===== src/rtl/dmem_pkg.sv =====
// Shared types and width helpers for the data-memory address unit.
package dmem_pkg;

  typedef enum logic [1:0] {
    IDLE    = 2'd0,
    RD_WAIT = 2'd1,
    WR      = 2'd2
  } dmem_state_e;

  // Latency counter must hold MEM_LAT itself; it counts down to zero.
  function automatic int lat_cnt_w(input int lat);
    return $clog2(lat + 1);
  endfunction

  function automatic int idx_w(input int n);
    return (n > 1) ? $clog2(n) : 1;
  endfunction

endpackage


===== src/rtl/dmem_addr_unit_if.sv =====
// Bus between the address unit (master) and the synchronous data memory macro (slave).
interface dmem_addr_unit_if #(
  parameter int ADDR_W = 16,
  parameter int DATA_W = 16
);
  logic [ADDR_W-1:0] mem_addr;
  logic              mem_re;
  logic              mem_we;
  logic [DATA_W-1:0] mem_wdata;
  logic [DATA_W-1:0] mem_rdata;

  modport master (
    output mem_addr, mem_re, mem_we, mem_wdata,
    input  mem_rdata
  );

  modport slave (
    input  mem_addr, mem_re, mem_we, mem_wdata,
    output mem_rdata
  );
endinterface


===== src/rtl/dmem_addr_unit_wrap_counter.sv =====
// Modulo counter used for the row and column indices; clear beats increment.
module wrap_counter #(
  parameter int WIDTH   = 2,
  parameter int MODULUS = 4
) (
  input  logic             clk,
  input  logic             reset,
  input  logic             inc,
  input  logic             clr,
  output logic [WIDTH-1:0] value
);

  localparam logic [WIDTH-1:0] LAST = WIDTH'(MODULUS - 1);

  logic [WIDTH-1:0] value_q, value_d;

  // NOTE: assign a default first so every path writes value_d and no latch is inferred.
  always_comb begin
    value_d = value_q;
    if (clr) begin
      value_d = '0;
    end else if (inc) begin
      value_d = (value_q == LAST) ? '0 : value_q + WIDTH'(1);
    end
  end

  // NOTE: state flops use non-blocking assignment so all flops update from pre-edge values.
  always_ff @(posedge clk or posedge reset) begin
    if (reset) begin
      value_q <= '0;
    end else begin
      value_q <= value_d;
    end
  end

  assign value = value_q;

endmodule


===== src/rtl/dmem_addr_unit.sv =====
// Data-memory responder: MAR plus row/column effective-address generation and a
// read/write sequencer against a fixed-latency synchronous memory.
module dmem_addr_unit
  import dmem_pkg::*;
#(
  parameter int ADDR_W  = 16,
  parameter int DATA_W  = 16,
  parameter int ROWS    = 4,
  parameter int COLS    = 4,
  parameter int MEM_LAT = 2
) (
  input  logic              clk,
  input  logic              reset,
  input  logic              mar_load,
  input  logic [ADDR_W-1:0] mar_in,
  input  logic              mar_inc,
  input  logic              col_inc,
  input  logic              col_zero,
  input  logic              row_inc,
  input  logic              dmem_read,
  input  logic              dmem_write,
  input  logic [DATA_W-1:0] wdata,
  output logic              busy,
  output logic [DATA_W-1:0] rdata,
  output logic              rdata_valid,
  output logic              req_err,
  dmem_addr_unit_if.master  mem
);

  localparam int CNT_W = lat_cnt_w(MEM_LAT);
  localparam int ROW_W = idx_w(ROWS);
  localparam int COL_W = idx_w(COLS);
  localparam logic [CNT_W-1:0] LAT_INIT = CNT_W'(MEM_LAT);

  logic [ADDR_W-1:0] mar_q, mar_d;
  logic [ROW_W-1:0]  row_idx;
  logic [COL_W-1:0]  col_idx;
  logic [ADDR_W-1:0] ea;

  dmem_state_e       state_q, state_d;
  logic [CNT_W-1:0]  cnt_q, cnt_d;
  logic              busy_q, busy_d;
  logic              mem_re_q, mem_re_d;
  logic              mem_we_q, mem_we_d;
  logic [ADDR_W-1:0] mem_addr_q, mem_addr_d;
  logic [DATA_W-1:0] mem_wdata_q, mem_wdata_d;
  logic [DATA_W-1:0] rdata_q, rdata_d;
  logic              rdata_valid_q, rdata_valid_d;
  logic              req_err_q, req_err_d;

  logic              rd_done;
  logic              accept_ok;

  wrap_counter #(.WIDTH(ROW_W), .MODULUS(ROWS)) u_row (
    .clk   (clk),
    .reset (reset),
    .inc   (row_inc),
    .clr   (1'b0),
    .value (row_idx)
  );

  wrap_counter #(.WIDTH(COL_W), .MODULUS(COLS)) u_col (
    .clk   (clk),
    .reset (reset),
    .inc   (col_inc),
    .clr   (col_zero),
    .value (col_idx)
  );

  always_comb begin
    mar_d = mar_q;
    if (mar_load) begin
      mar_d = mar_in;
    end else if (mar_inc) begin
      mar_d = mar_q + ADDR_W'(1);
    end
  end

  // Uses the registered indices, so a same-cycle index strobe does not affect this access.
  assign ea = mar_q + ADDR_W'(row_idx) * ADDR_W'(COLS) + ADDR_W'(col_idx);

  // The final cycle of an access can hand over directly to the next request.
  assign rd_done   = (state_q == RD_WAIT) && (cnt_q == '0);
  assign accept_ok = (state_q == IDLE) || (state_q == WR) || rd_done;

  always_comb begin
    state_d       = state_q;
    cnt_d         = cnt_q;
    mem_re_d      = 1'b0;
    mem_we_d      = 1'b0;
    mem_addr_d    = mem_addr_q;
    mem_wdata_d   = mem_wdata_q;
    rdata_d       = rdata_q;
    rdata_valid_d = 1'b0;
    req_err_d     = req_err_q;

    case (state_q)
      RD_WAIT: begin
        if (rd_done) begin
          rdata_d       = mem.mem_rdata;
          rdata_valid_d = 1'b1;
          state_d       = IDLE;
        end else begin
          cnt_d = cnt_q - CNT_W'(1);
        end
      end
      WR:      state_d = IDLE;
      default: ;
    endcase

    if (accept_ok) begin
      if (dmem_write) begin
        state_d     = WR;
        mem_we_d    = 1'b1;
        mem_addr_d  = ea;
        mem_wdata_d = wdata;
        if (dmem_read) begin
          req_err_d = 1'b1;
        end
      end else if (dmem_read) begin
        state_d    = RD_WAIT;
        cnt_d      = LAT_INIT;
        mem_re_d   = 1'b1;
        mem_addr_d = ea;
      end
    end else if (dmem_read || dmem_write) begin
      req_err_d = 1'b1;
    end

    busy_d = (state_d != IDLE);
  end

  always_ff @(posedge clk or posedge reset) begin
    if (reset) begin
      mar_q         <= '0;
      state_q       <= IDLE;
      cnt_q         <= '0;
      busy_q        <= 1'b0;
      mem_re_q      <= 1'b0;
      mem_we_q      <= 1'b0;
      mem_addr_q    <= '0;
      mem_wdata_q   <= '0;
      rdata_q       <= '0;
      rdata_valid_q <= 1'b0;
      req_err_q     <= 1'b0;
    end else begin
      mar_q         <= mar_d;
      state_q       <= state_d;
      cnt_q         <= cnt_d;
      busy_q        <= busy_d;
      mem_re_q      <= mem_re_d;
      mem_we_q      <= mem_we_d;
      mem_addr_q    <= mem_addr_d;
      mem_wdata_q   <= mem_wdata_d;
      rdata_q       <= rdata_d;
      rdata_valid_q <= rdata_valid_d;
      req_err_q     <= req_err_d;
    end
  end

  assign busy          = busy_q;
  assign rdata         = rdata_q;
  assign rdata_valid   = rdata_valid_q;
  assign req_err       = req_err_q;
  assign mem.mem_addr  = mem_addr_q;
  assign mem.mem_re    = mem_re_q;
  assign mem.mem_we    = mem_we_q;
  assign mem.mem_wdata = mem_wdata_q;

endmodule


===== src/flat_wrapper.sv =====
// flat-port wrapper written by rule: the top's interface ports become plain ports
module dmem_addr_unit_flat import dmem_pkg::*;
#(
  parameter int ADDR_W  = 16,
  parameter int DATA_W  = 16,
  parameter int ROWS    = 4,
  parameter int COLS    = 4,
  parameter int MEM_LAT = 2
)
  (clk, reset, mar_load, mar_in, mar_inc, col_inc, col_zero, row_inc, dmem_read, dmem_write, wdata, busy, rdata, rdata_valid, req_err, mem_mem_addr, mem_mem_re, mem_mem_we, mem_mem_wdata, mem_mem_rdata);
  dmem_addr_unit_if #(.ADDR_W(ADDR_W), .DATA_W(DATA_W)) mem_i ();
  input  logic clk;
  input  logic reset;
  input  logic mar_load;
  input  logic [ADDR_W-1:0] mar_in;
  input  logic mar_inc;
  input  logic col_inc;
  input  logic col_zero;
  input  logic row_inc;
  input  logic dmem_read;
  input  logic dmem_write;
  input  logic [DATA_W-1:0] wdata;
  output logic busy;
  output logic [DATA_W-1:0] rdata;
  output logic rdata_valid;
  output logic req_err;
  output wire logic [$bits(mem_i.mem_addr)-1:0] mem_mem_addr;
  output wire logic [$bits(mem_i.mem_re)-1:0] mem_mem_re;
  output wire logic [$bits(mem_i.mem_we)-1:0] mem_mem_we;
  output wire logic [$bits(mem_i.mem_wdata)-1:0] mem_mem_wdata;
  input wire logic [$bits(mem_i.mem_rdata)-1:0] mem_mem_rdata;
  assign mem_mem_addr = mem_i.mem_addr;
  assign mem_mem_re = mem_i.mem_re;
  assign mem_mem_we = mem_i.mem_we;
  assign mem_mem_wdata = mem_i.mem_wdata;
  assign mem_i.mem_rdata = mem_mem_rdata;
  dmem_addr_unit #(.ADDR_W(ADDR_W), .DATA_W(DATA_W), .ROWS(ROWS), .COLS(COLS), .MEM_LAT(MEM_LAT)) u_core (.clk(clk), .reset(reset), .mar_load(mar_load), .mar_in(mar_in), .mar_inc(mar_inc), .col_inc(col_inc), .col_zero(col_zero), .row_inc(row_inc), .dmem_read(dmem_read), .dmem_write(dmem_write), .wdata(wdata), .busy(busy), .rdata(rdata), .rdata_valid(rdata_valid), .req_err(req_err), .mem(mem_i));
endmodule

===== config.mk =====
export PLATFORM = sky130hd
export DESIGN_NAME = dmem_addr_unit_flat
export DESIGN_NICKNAME = d
export VERILOG_FILES = /design/src/rtl/dmem_pkg.sv /design/src/rtl/dmem_addr_unit_if.sv /design/src/rtl/dmem_addr_unit_wrap_counter.sv /design/src/rtl/dmem_addr_unit.sv /design/src/flat_wrapper.sv
export SDC_FILE = /design/constraint.sdc
export NUM_CORES = 1
export LEC_CHECK = 0
export ABC_AREA = 0
export BUFFER_PORTS_ARGS = -buffer_cell sky130_fd_sc_hd__buf_2
export CAP_MARGIN = 25
export CORE_ASPECT_RATIO = 0.9
export CORE_UTILIZATION = 53
export CTS_BUF_LIST = sky130_fd_sc_hd__clkbuf_2
export CTS_CLUSTER_DIAMETER = 80
export DETAILED_ROUTE_END_ITERATION = 10
export MAX_ROUTING_LAYER = met4
export PLACE_DENSITY_LB_ADDON = 0.1
export SLEW_MARGIN = 5
export SYNTH_ARGS = -nofsm -noshare
export SYNTH_HDL_FRONTEND = slang
export SYNTH_HIERARCHICAL = 1
export SYNTH_SLANG_ARGS = --single-unit

===== constraint.sdc =====
create_clock -name clk -period 2.7 [get_ports clk]
set_input_delay 0.135 -clock clk [delete_from_list [all_inputs] [get_ports clk]]
set_output_delay 0.135 -clock clk [all_outputs]
set_load 0.02 [all_outputs]

Word-level counts from Yosys, hierarchy flattened

Index checks and enable logic that the tools add are counted.

Muxes and demuxes: 29
$add $sub $neg: 6
Reductions and logical operators: 15
Equal/unequal tests: 6

Operators by type and width:

| operator                                          | count |
|---|---|
| two-way mux 16 bit                                | 4 |
| two-way mux 2 bit                                 | 13 |
| adder 16 x 1 -> 16 bit (second input constant)    | 1 |
| adder 16 x 2 -> 16 bit                            | 1 |
| adder 16 x 4 -> 16 bit                            | 1 |
| two-way mux 1 bit                                 | 11 |
| nonzero test 2 bit                                | 5 |
| == test 2 bit (second input constant)             | 3 |
| AND reduction 2 bit                               | 3 |
| adder 2 x 1 -> 2 bit (second input constant)      | 2 |
| zero test 2 bit                                   | 2 |
| != test 2 bit (second input constant)             | 2 |
| case mux 2 bit (2 select lines)                   | 1 |
| logical OR 1 bit                                  | 3 |
| AND reduction 3 bit                               | 1 |
| == test 2 x 1 -> 1 bit (second input constant)    | 1 |
| subtractor 2 x 1 -> 2 bit (second input constant) | 1 |
| logical AND 1 bit                                 | 1 |

Output and inout bits: 53
Input bits: 57
Flip-flop bits (word level): 77
Word-level logic and storage cells: 69

Depth between registers and ports, before layout

Word-level depth: 8
Gate-level depth with buffers: 7
Depth with buffers taken out: 6

Hierarchy

Netlist, hierarchy kept.

By module, submodules not included:

| module         | cells an instance | area an instance (um2) | instances | seq. area each (um2) |
|---|---|---|---|---|
| dmem_addr_unit | 312               | 3,442.1                | 1         | 1,826.8 |
| wrap_counter   | 9                 | 103.8                  | 2         | 50.0 |

Worst setup path before layout

No wires, ideal clock.

Path kind: register to register
Start: register u_core.mar_q[0]
End: register u_core.mem_addr_q[12], in the netlist u_core/mem.mem_addr[12]
Setup time: 82 ps
Buffers on the path: 0
Data arrival time: 1,847 ps
Clock period less this slack: 1,929 ps
Setup slack: 771 ps
Required time: 2,618 ps
Stages on the path, launching flop included: 7
Cells stage by stage: dfrtp_1 -> ha_1 -> fa_1 -> a211oi_1 -> or2_0 -> o21ai_0 -> a31oi_1

Word-level cells in the longest chain between the ends: 4

Ends and longest elaborated chain:

| item                     | RTL line              | source |
|---|---|---|
| start, declared          | dmem_addr_unit.sv:35  | `logic [ADDR_W-1:0] mar_q, mar_d;` |
| start signal, assigned   | dmem_addr_unit.sv:147 | `mar_q <= mar_d;` |
| adder 16 x 4 -> 16 bit * | dmem_addr_unit.sv:80  | `assign ea = mar_q + ADDR_W'(row_idx) * ADDR_W'(COLS) + ADDR_W'(col_idx);` |
| adder 16 x 2 -> 16 bit * | dmem_addr_unit.sv:80  |  |
| two-way mux 16 bit       | dmem_addr_unit.sv:120 | `end else if (dmem_read) begin` |
| two-way mux 16 bit *     | dmem_addr_unit.sv:112 | `if (dmem_write) begin` |
| end signal, assigned     | dmem_addr_unit.sv:153 | `mem_addr_q <= mem_addr_d;` |
| end, declared            | dmem_addr_unit.sv:45  | `logic [ADDR_W-1:0] mem_addr_q, mem_addr_d;` |

Every way passes the cells marked *; elsewhere a longest branch is shown, timed or not. The select of a mux whose other input is x is not followed.
A chain may end at the register's enable or synchronous reset.

Worst setup path after layout

Same ends and word-level chain as after synthesis.

==> impl_metrics.toml <==
[floorplan]
die_x_um = 89.47
start_util = 0.5512
ios = 110
core_mm2 = 0.006621
dieArea_mm2 = 0.007222
die_h_um = 80.73
num_rows = 28

[worst_setup_path]
cp.arrival_ns = 2.65
critical_path_class = "flop to flop"
crit_required_ns = 3.16
endpoint_kind = "flop"
crit_fanout = 5
start_kind = "flop"

[clock_tree]
cts.sinks = 77
clk_path_buf_depth = 2
cts_buffers = 9
htreeDepth = 3
cts_tree = "yes"
root_buffer = "clkbuf_2"
clk_pin_slew_worst_paths_ns = 0.20
clk_latency_ns = 0.53
postCtsSetupRepairBufs = 0

[synth]
synth_edf_count = 0
synth_top_area_frac = 0.5279
synth_area_leaders = "dfrtp_1 (53%), mux2_2 (9.9%), ha_1 (4.1%)"
ys_types = 46
synthesis.area_mm2 = 0.003650
synth_warnings = 6
synth-main-ff-cell = "dfrtp_1"
synth_common_cells = "dfrtp_1 (77), nand2_1 (40), mux2_2 (32)"
synthCells = 330
synth_most_common_cell = "dfrtp_1"
avgSynthCellArea_um2 = 11.06
ys_seq_area_frac = 0.5279
synth.largest_area_cell = "dfrtp_1"
async_reset_ff_frac = 1.000
synth-seq-cells = 77

[grt]
grt_pass1_wl_um = 13190
antenna_found_initial = 0
gr-total-overflow = 0
grt_use_total = 0.2502
grt_max_degree = 43
grt_pass1_vias = 3010

[placement]
io_buffers = 109
place_congestion = 0.7791
dp_hpwl_um = 5387
post-place-cells = 518

[timing]
relSlewSlack = 0.5214
setup_violations = 0
rsz0062_at_grt = "false"
max_freq_mhz = 456.1
hold_violations = 0
clock_skew_ns = 0.03261
fin_crit_sh = 0.8120
drv_slew = 0
fin_tns_setup_ns = 0
tightest_slew_ns = 0.7169
period_needed_ns = 2.192

[drt]
drc = 0
num_vias = 3033
ant_nets = 0
drt_iter0_drc = 113
wl_um = 8122
viasPerCell = 5.106
dr.pass1.iters = 4
wl_per_cell_um = 13.67

[power]
irDropWorstVdd_mv = 0.5640
finalPower_w = 0.004652
power.density_mw_per_mm2 = 927.2
p_leak_nw = 2.393

[final_layout]
utilization = 0.7577
area_delta_synth_final_pct = 37.47
fill_cells = 461
fin_cells = 594
n_antenna_cell = 0
final_layout_size_suffix_gt1_frac = 0.3313
fin_nets = 569

[worst_hold_path]
worstHoldPathType = "input pin to flop"

[status]
status = "completed"

[flow_run]
maxCapViolCount = 0
-- sequential cells by signal, summed over array words and instances, names as in the netlist --
signal / count
u_core/rdata: 16
u_core/rdata_valid: 1
u_core/state_q: 2
u_core/u_row/value: 2
u_core/mem.mem_we: 1
u_core/u_col/value: 2
u_core/mem.mem_re: 1
u_core/mar_q: 16
u_core/cnt_q: 2
u_core/req_err: 1
u_core/busy: 1
u_core/mem.mem_wdata: 16
u_core/mem.mem_addr: 16
-- power by group --
group	leakage, nW	internal, W	switching [W]	total [W]
combinational	1.37	0.000848	0.00117	0.00202
sequential	0.923	0.00159	0.000244	0.00183
clock	0.0963	0.000403	0.000394	0.000797
total	2.39	0.00284	0.00181	0.00465
-- per-layer routing --
metal	wire, um	GRT usage	part of all wire
met5	0	-	0
met4	144	0.08889	0.018
met2	4059	0.4229	0.50
met3	520	0.06989	0.064
met1	3397	0.2845	0.42
-- area by class of cell --
class,instances,area [um^2],area share
Sequential cell,77,1927,0.3840
Multi-Input combinational cell,230,1607,0.3202
Timing Repair Buffer,172,1179,0.2349
Clock buffer,10,50.05,0.009975
Inverter,9,33.78,0.006733
Tap cell,90,112.6,0.02244
Clock inverter,6,108.9,0.02170
-- cells by family (layout without fill, tap and decap cells) --
family,count (synthesis),after routing,share of synthesized area
and+or+nand+nor,106,106,0.1467
DFF,77,77,0.5279
AOI/OAI and AO/OA,54,54,0.08982
muxes,35,35,0.1070
buffers and inverters,24,197,0.03291
xor gates and xnor gates,20,20,0.04800
adders and majority gates,13,13,0.04662
other,1,2,0.001027
-- layout by cell type (no fill, tap or decap), drive strengths merged, types with 6 or more instances in the layout --
| cell | Yosys | layout |
|---|---|---|
| nand2 | 40 | 40 |
| buf | 12 | 113 |
| dfrtp | 77 | 77 |
| a21oi | 7 | 7 |
| mux2 | 32 | 32 |
| or3 | 6 | 6 |
| a31oi | 6 | 6 |
| clkbuf | 3 | 10 |
| nor3 | 7 | 7 |
| nor2 | 15 | 15 |
| dlygate4sd3 | 0 | 59 |
| o21ai | 29 | 29 |
| inv | 9 | 10 |
| xor2 | 7 | 7 |
| nand3 | 8 | 8 |
| xnor2 | 13 | 13 |
| nand4 | 6 | 6 |
| ha | 12 | 12 |
-- what timing repair did --
item | CTS | global route
hold buffers | 59 | 0
gates resized for setup | 0 | 0
hold endpoints to repair | 93 | 0
-- worst max-delay path, stage by stage (launching register included) --
cell and delay, ns:
dfrtp_1 0.49, ha_1 0.26, fa_1 0.43, a211oi_1 0.48, or2_0 0.21, o21ai_0 0.10
a31oi_1 0.16
-- path summary, 6_finish.rpt --
| kind | startpoint | to | cells after the start | slack [ns] |
|---|---|---|---|---|
| max in group asynchronous | reset | u_core/mem.mem_addr[8] | 4 | 1.79 |
| hold / removal | mar_inc | u_core/mar_q[2] | 4 | 0.05 |
| setup / recovery | u_core/mar_q[0] | u_core/mem.mem_addr[12] | 6 | 0.51 |
| min in group asynchronous | reset | u_core/mar_q[1] | 3 | 0.25 |
| setup reg to reg | u_core/mar_q[0] | u_core/mem.mem_addr[12] | 6 | 0.51 |
| hold reg to reg | u_core/mem.mem_addr[3] | u_core/mem.mem_addr[3] | 2 | 0.50 |
-- stage by stage --
| step | area, um^2 | hold WS [ns] | setup slack [ns] |
|---|---|---|---|
| 6_report | 5017 | 0.05378 | 0.5075 |
| 5_1_grt | 5017 | 0.05290 | 0.3028 |
| 4_1_cts | 5010 | 0.03159 | 0.4904 |
| 3_5_place_dp | 4260 | 0.01258 | 0.5181 |
| 3_3_place_gp | 4260 | 0.01179 | 0.5803 |
| 2_1_floorplan | 3654 | -0.1238 | 0.7117 |
Note: power is estimated with default switching activity, not from simulation.
